$ cat config.mk
export PLATFORM = sky130hd
export DESIGN_NAME = anthem_text_sequencer_flat
export DESIGN_NICKNAME = d
export VERILOG_FILES = /design/src/rtl/anthem_text_sequencer_if.sv /design/src/rtl/anthem_text_sequencer.sv /design/src/flat_wrapper.sv
export SDC_FILE = /design/constraint.sdc
export NUM_CORES = 1
export LEC_CHECK = 0
export ABC_AREA = 1
export BUFFER_PORTS_ARGS = -buffer_cell sky130_fd_sc_hd__buf_2
export CORE_ASPECT_RATIO = 0.8
export CORE_MARGIN = 2
export CORE_UTILIZATION = 40
export CTS_CLUSTER_SIZE = 20
export DETAILED_ROUTE_END_ITERATION = 16
export SETUP_SLACK_MARGIN = 0.1
export SLEW_MARGIN = 10
export SYNTH_ARGS = -nofsm -noshare
export SYNTH_HDL_FRONTEND = slang
export SYNTH_SLANG_ARGS = --single-unit
$ cat constraint.sdc
create_clock -name clk -period 1.6 [get_ports clk]
set_input_delay 0.32 -clock clk [delete_from_list [all_inputs] [get_ports clk]]
set_output_delay 0.32 -clock clk [all_outputs]
set_load 0.01 [all_outputs]
$ cat src/rtl/anthem_text_sequencer_if.sv
// Control, ROM and character-stream signals of the anthem text sequencer.
interface anthem_text_sequencer_if #(
  parameter int unsigned ADDR_W = 8,
  parameter int unsigned MSG_W  = 2,
  parameter int unsigned DIV_W  = 8
);
  // Run control from the switch inputs
  logic              start;
  logic              stop;
  logic [MSG_W-1:0]  msg_sel;
  logic              loop_en;
  logic [DIV_W-1:0]  div;

  // Character ROM bus (1-cycle synchronous read)
  logic [ADDR_W-1:0] rom_addr;
  logic [7:0]        rom_data;

  // Character stream towards the display stage
  logic [7:0]        char_out;
  logic              char_valid;
  logic              char_ready;

  // Status
  logic              busy;
  logic              done;

  // Sequencer side: owns the ROM address and sources the character stream
  modport master (
    input  start, stop, msg_sel, loop_en, div, rom_data, char_ready,
    output rom_addr, char_out, char_valid, busy, done
  );

  // Environment side: switches, ROM and character consumer
  modport slave (
    output start, stop, msg_sel, loop_en, div, rom_data, char_ready,
    input  rom_addr, char_out, char_valid, busy, done
  );
endinterface

$ cat src/rtl/anthem_text_sequencer.sv
// Sequences the character ROM: pointer lookup, byte fetch, paced character stream.
module anthem_text_sequencer #(
  parameter int unsigned ADDR_W = 8,
  parameter int unsigned MSG_W  = 2,
  parameter int unsigned DIV_W  = 8
) (
  input  logic                  clk,
  input  logic                  rst_n,
  anthem_text_sequencer_if.master bus
);

  localparam logic [ADDR_W-1:0] ADDR_LAST = '1;

  typedef enum logic [2:0] {
    S_IDLE,
    S_PTR_REQ,
    S_PTR_CAP,
    S_CH_REQ,
    S_CH_CAP,
    S_EMIT,
    S_GAP
  } state_t;

  state_t            state;
  logic [ADDR_W-1:0] base_q;
  logic [DIV_W-1:0]  div_q;
  logic [DIV_W-1:0]  gap_cnt;

  logic              xfer_c;
  logic              eom_c;

  // Stream handshake and end-of-message detection (terminator or last ROM byte)
  always_comb begin
    xfer_c = bus.char_valid & bus.char_ready;
    eom_c  = ((state == S_CH_CAP) && (bus.rom_data == 8'h00)) ||
             ((state == S_EMIT) && xfer_c && (bus.rom_addr == ADDR_LAST));
  end

  // Sequencer FSM with registered outputs; stop overrides everything outside IDLE
  always_ff @(posedge clk or negedge rst_n) begin
    if (!rst_n) begin
      state          <= S_IDLE;
      bus.rom_addr   <= '0;
      bus.char_out   <= 8'h00;
      bus.char_valid <= 1'b0;
      bus.busy       <= 1'b0;
      bus.done       <= 1'b0;
      base_q         <= '0;
      div_q          <= '0;
      gap_cnt        <= '0;
    end else begin
      bus.done <= 1'b0;
      if (bus.stop && (state != S_IDLE)) begin
        state          <= S_IDLE;
        bus.char_valid <= 1'b0;
        bus.busy       <= 1'b0;
      end else begin
        case (state)
          S_IDLE: begin
            if (bus.start && !bus.stop) begin
              bus.rom_addr <= ADDR_W'(bus.msg_sel);
              div_q        <= bus.div;
              bus.busy     <= 1'b1;
              state        <= S_PTR_REQ;
            end
          end
          S_PTR_REQ: state <= S_PTR_CAP;
          S_PTR_CAP: begin
            base_q       <= ADDR_W'(bus.rom_data);
            bus.rom_addr <= ADDR_W'(bus.rom_data);
            state        <= S_CH_REQ;
          end
          S_CH_REQ: state <= S_CH_CAP;
          S_CH_CAP: begin
            if (bus.rom_data != 8'h00) begin
              bus.char_out   <= bus.rom_data;
              bus.char_valid <= 1'b1;
              state          <= S_EMIT;
            end
          end
          S_EMIT: begin
            if (xfer_c) begin
              bus.char_valid <= 1'b0;
              // The last ROM address ends the message instead of wrapping
              if (bus.rom_addr != ADDR_LAST) begin
                bus.rom_addr <= bus.rom_addr + ADDR_W'(1);
                if (div_q == '0) begin
                  state <= S_CH_REQ;
                end else begin
                  gap_cnt <= div_q;
                  state   <= S_GAP;
                end
              end
            end
          end
          S_GAP: begin
            gap_cnt <= gap_cnt - DIV_W'(1);
            if (gap_cnt == DIV_W'(1)) begin
              state <= S_CH_REQ;
            end
          end
          default: state <= S_IDLE;
        endcase

        // End-of-message: pulse done, then replay from the latched base or stop
        if (eom_c) begin
          bus.done <= 1'b1;
          if (bus.loop_en) begin
            bus.rom_addr <= base_q;
            state        <= S_CH_REQ;
          end else begin
            bus.busy <= 1'b0;
            state    <= S_IDLE;
          end
        end
      end
    end
  end

endmodule
$ cat src/flat_wrapper.sv
// flat-port wrapper written by rule: the top's interface ports become plain ports
module anthem_text_sequencer_flat 
#(
  parameter int unsigned ADDR_W = 8,
  parameter int unsigned MSG_W  = 2,
  parameter int unsigned DIV_W  = 8
)
  (clk, rst_n, bus_start, bus_stop, bus_msg_sel, bus_loop_en, bus_div, bus_rom_data, bus_char_ready, bus_rom_addr, bus_char_out, bus_char_valid, bus_busy, bus_done);
  anthem_text_sequencer_if #(.ADDR_W(ADDR_W), .MSG_W(MSG_W), .DIV_W(DIV_W)) bus_i ();
  input  logic clk;
  input  logic rst_n;
  input wire logic [$bits(bus_i.start)-1:0] bus_start;
  input wire logic [$bits(bus_i.stop)-1:0] bus_stop;
  input wire logic [$bits(bus_i.msg_sel)-1:0] bus_msg_sel;
  input wire logic [$bits(bus_i.loop_en)-1:0] bus_loop_en;
  input wire logic [$bits(bus_i.div)-1:0] bus_div;
  input wire logic [$bits(bus_i.rom_data)-1:0] bus_rom_data;
  input wire logic [$bits(bus_i.char_ready)-1:0] bus_char_ready;
  output wire logic [$bits(bus_i.rom_addr)-1:0] bus_rom_addr;
  output wire logic [$bits(bus_i.char_out)-1:0] bus_char_out;
  output wire logic [$bits(bus_i.char_valid)-1:0] bus_char_valid;
  output wire logic [$bits(bus_i.busy)-1:0] bus_busy;
  output wire logic [$bits(bus_i.done)-1:0] bus_done;
  assign bus_i.start = bus_start;
  assign bus_i.stop = bus_stop;
  assign bus_i.msg_sel = bus_msg_sel;
  assign bus_i.loop_en = bus_loop_en;
  assign bus_i.div = bus_div;
  assign bus_i.rom_data = bus_rom_data;
  assign bus_i.char_ready = bus_char_ready;
  assign bus_rom_addr = bus_i.rom_addr;
  assign bus_char_out = bus_i.char_out;
  assign bus_char_valid = bus_i.char_valid;
  assign bus_busy = bus_i.busy;
  assign bus_done = bus_i.done;
  anthem_text_sequencer #(.ADDR_W(ADDR_W), .MSG_W(MSG_W), .DIV_W(DIV_W)) u_core (.clk(clk), .rst_n(rst_n), .bus(bus_i));
endmodule
==> run summary <==
For the post-layout instance count excluding filler cells, the log shows 593. The leakage dissipation came out at 2.14 nW. The capture point of the worst reg-to-reg path is u_core.bus.rom_addr[0]. The initial antenna violation count was 0.

The worst-path cell with the longest stage delay was dfrtp_2. The number of port buffers is 42. The shortest period the worst path allows was 1.62 ns. In this run, synthesis inferred 0 flip-flops with an integrated enable. The number of placement rows was 27. 43 I/O pins were placed. Summed over all nets, the half-perimeter wirelength after detailed placement is 5830 um. The count of clock tree sinks was 46; the die height was 79.9 um. For the count of H-tree levels built during CTS, the log shows 2. The tools report the startpoint of the worst register-to-register path as u_core.bus.rom_addr[1]. The library cell appearing most often on the critical path was nand2_1. The post-synthesis instance total is 410, and the power per unit of standard cell area is 1730 nW/um2. The tools report the post-synthesis cell area as 2880 um2. The final cycle utilization of the critical path works out to 101%.

For this run, the register share of the synthesized area comes to 39.9%. The number of global-route vias before repair was 2635. Critical path launch point type: a flip-flop.

After routing the design area is 4140 um2. The tools report the DRC violation count after routing as 0. The category of the worst setup path capture point is a flip-flop. The register bit count reported by yosys is 46, and the proportion of register bits with asynchronous set or reset after synthesis is 100%.

Total power for the finished layout comes to 7.18 mW. The Yosys step of the flow raised 0 warnings. After detailed placement, the total cell area comes to 3500 um2.

The clock latency on the worst-skew pair is 0.32 ns. The critical path ends at u_core.bus.rom_addr[0]. Setup repair after global routing could not meet its margin everywhere. The clock arrives with 0.0174 ns of skew. The tools report the launching element of the worst setup path as u_core.bus.rom_addr[1].

The tools report the internal reg-to-reg setup slack as -0.02 ns. The last weighted congestion value of the routability-driven placer is 0.910, and the via count normalized by instance count is 4.98. The signed area change from the synthesized netlist to the final layout was 43.6%; the final count of hold timing violations was 0. The total length of routed wires is 8330 um, and the routed length per placed instance is 14.1 um.

For the maximum number of pins on one net before global-route repair, the log shows 47. The tools report the post-detailed-route count of antenna-violating nets as 0. The critical path goes through ha_4 -> nand2_4 -> nor2_4 -> nand4_4 -> nand2_8 -> nand3_1 -> nand2_1 -> inv_1 -> nand2_1 -> nand2_1.

For the pin with the worst max-slew slack, the measured transition is 0.466 ns. The tree is rooted in a clkbuf_8. TritonCTS built the clock tree.

Worst-case hold slack: 0.245 ns. The chip width was 98.9 um; the synthesized netlist net count was 442. The mean instance size in the synthesized netlist was 7.03 um2; the TritonCTS buffer count was 5.

The biggest fanout along the worst timing path came out at 6. Path type of the worst setup path: flip-flop to flip-flop. After global routing the overflow that remains totals 0.

The dominant register cell in the synthesized netlist is dfrtp_1. At the worst endpoint, the required time is 1.80 ns. On the worst path, the slowest cell contributes a delay of 0.39 ns.

The number of detailed-route iterations in the first pass was 5. The proportion of netlist area held by the largest area contributor was 39.9%; the total vias in the final route was 2955. For the net count reported at finish, the log shows 537. The checks that failed: negative setup slack. The max-slew violation count was 0; the achievable frequency was 616 MHz.

In this run the deepest clock path goes through 2 buffers. For the peak ir drop on the vdd network, the log shows 0.00110 V. By area the synthesized netlist is led by dfrtp_1 40%, nand2_1 16%, nand3_1 7.8%, inv_1 6.9%, o21ai_0 5.9%. The share of final-layout standard cells stronger than drive strength 1 is 38.5%, and the max-capacitance violation count is 0.

The number of instances in the placed design is 571. For the worst setup slack after layout, the log shows -0.0240 ns. The floorplan step defined a core boundary enclosing 6930 um2.

The worst register-to-register path has a depth of 10. The path class of the lowest-slack min-delay path is primary input to flip-flop. The run gives 68.8% as the worst relative slew slack.

The first global-routing pass estimated 13100 um of wire. The post-CTS clock slew at the launch and capture registers of the worst setup and hold paths came out at 0.09 ns. The netlist uses 33 different library cells. 0 antenna diodes ended up in the layout. The die covers 7910 um2. The largest total area in the synthesized netlist belongs to dfrtp_1. The run gives 1.82 ns as the endpoint arrival time on the critical path.

The initial utilization of the core area, before any placement, comes to 41.6%. Setup violations remaining at the end of the flow were counted as 5. In this run, the number of DRC markers left after iteration 0 of detailed routing was 195. Global routing consumed, over all layers together, 20.7% of the routing resources. The run finished, with violations left.
## metrics by stage
stage | setup slack (ns) | utilization [%] | TNS (ns)
finish | -0.0240 | 59.8 | -0.0912
detailed placement | -0.196 | 50.6 | -2.81
global route | -0.131 | 59.8 | -2.61
global placement | -0.175 | 50.6 | -1.69
CTS | -0.0287 | 54.9 | -0.114
floorplan | 0.0887 | - | 0
## how the worst min path moves through the flow
stage | from | end | cells past startpoint | slack, ns
after floorplan | rst_n | u_core.base_q[0] | 0 | 0.02
after global placement | rst_n | u_core.bus.char_out[7] | 2 | 0.32
after detailed placement | rst_n | u_core.bus.char_out[5] | 2 | 0.32
after CTS | bus_div[5] | u_core.div_q[5] | 2 | 0.25
after global routing | bus_div[6] | u_core.div_q[6] | 2 | 0.24
final | bus_div[6] | u_core.div_q[6] | 2 | 0.25
## cell usage in the layout, fill, tap and decap left out, types with 7 or more instances in the layout
cell     instances
a21oi_1          9
a21oi_2         10
buf_2           42
buf_4           36
buf_6           11
dfrtp_1         43
inv_1           47
inv_2            7
nand2_1        100
nand2_2         16
nand2_4         10
nand3_1         39
nor2_1          29
nor2_4           9
o21ai_0         25
o21ai_2          8
## cells in the mapped netlist (2+ instances only)
master,instances
nand2_1,120
inv_1,53
dfrtp_1,46
nand3_1,45
nor2_1,37
o21ai_0,34
a21oi_1,19
ha_1,8
nand2_2,7
inv_2,4
mux2_2,4
o21ai_2,4
buf_2,3
clkbuf_1,2
clkinv_1,2
nand2_4,2
nand3b_1,2
nand4_1,2
nor2_4,2
## flip-flops by register name, summed over array words and instances (netlist names)
signal and count:
u_core.bus.busy 1, u_core.base_q 8, u_core.div_q 8, u_core.bus.rom_addr 8, u_core.gap_cnt 8, u_core.state 3, u_core.bus.char_out 8, u_core.bus.done 1
u_core.bus.char_valid 1
## what timing repair did
| item | 4_1_cts | 5_1_grt |
|---|---|---|
| resized for setup | 43 | 69 |
| cloned | 0 | 3 |
| endpoints found under the hold margin | 37 | 0 |
| pin swaps | 13 | 10 |
| setup buffers | 6 | 4 |
| setup endpoints to repair | 37 | 46 |
| hold buffers | 1 | 0 |
## metal layers
layer | share of wire (%) | up-vias | GRT usage, % | wire [um]
met5 | 0 | - | 0 | 0
met4 | 0.88 | 0 | 3.97 | 73
met3 | 7.3 | 14 | 4.55 | 606
met2 | 43 | 105 | 28.8 | 3570
met1 | 49 | 1343 | 32.4 | 4090
li1 | - | 1493 | - | -
## area by class of cell
class / instances / area (um2)
clock buffer: 5 / 68.8
clock inverter: 3 / 21.3
fill: 611 / 2790
inverter: 59 / 233
multi-input combinational: 299 / 1860
sequential: 46 / 1150
tap: 87 / 109
timing repair buffer: 94 / 694
## worst max-delay path: cells and delay by family, from the launching register on
kind / cells / cell delay (ns)
buffers and inverters: 1 / 0.04
DFF: 1 / 0.39
adders and majority gates: 1 / 0.15
and+or+nand+nor: 8 / 0.93
## report_power, final
group          leakage (nW)  internal (mW)  switching [mW]  total, mW
Combinational          1.53           1.88            2.45       4.33
Clock                0.0441          0.308           0.438      0.746
Sequential            0.566           1.71           0.395       2.10
## cell families (layout without fill, tap and decap cells)
group | after synthesis | in the layout | share of synthesized area, %
fa+ha+maj | 8 | 8 | 3.47
simple gates | 222 | 224 | 33.7
xor+xnor | 1 | 1 | 0.304
flops | 46 | 46 | 39.9
buf+inv | 67 | 161 | 9.24
mux | 4 | 4 | 1.56
compound gates | 62 | 62 | 11.8
Note: power is estimated with default switching activity, not from simulation.
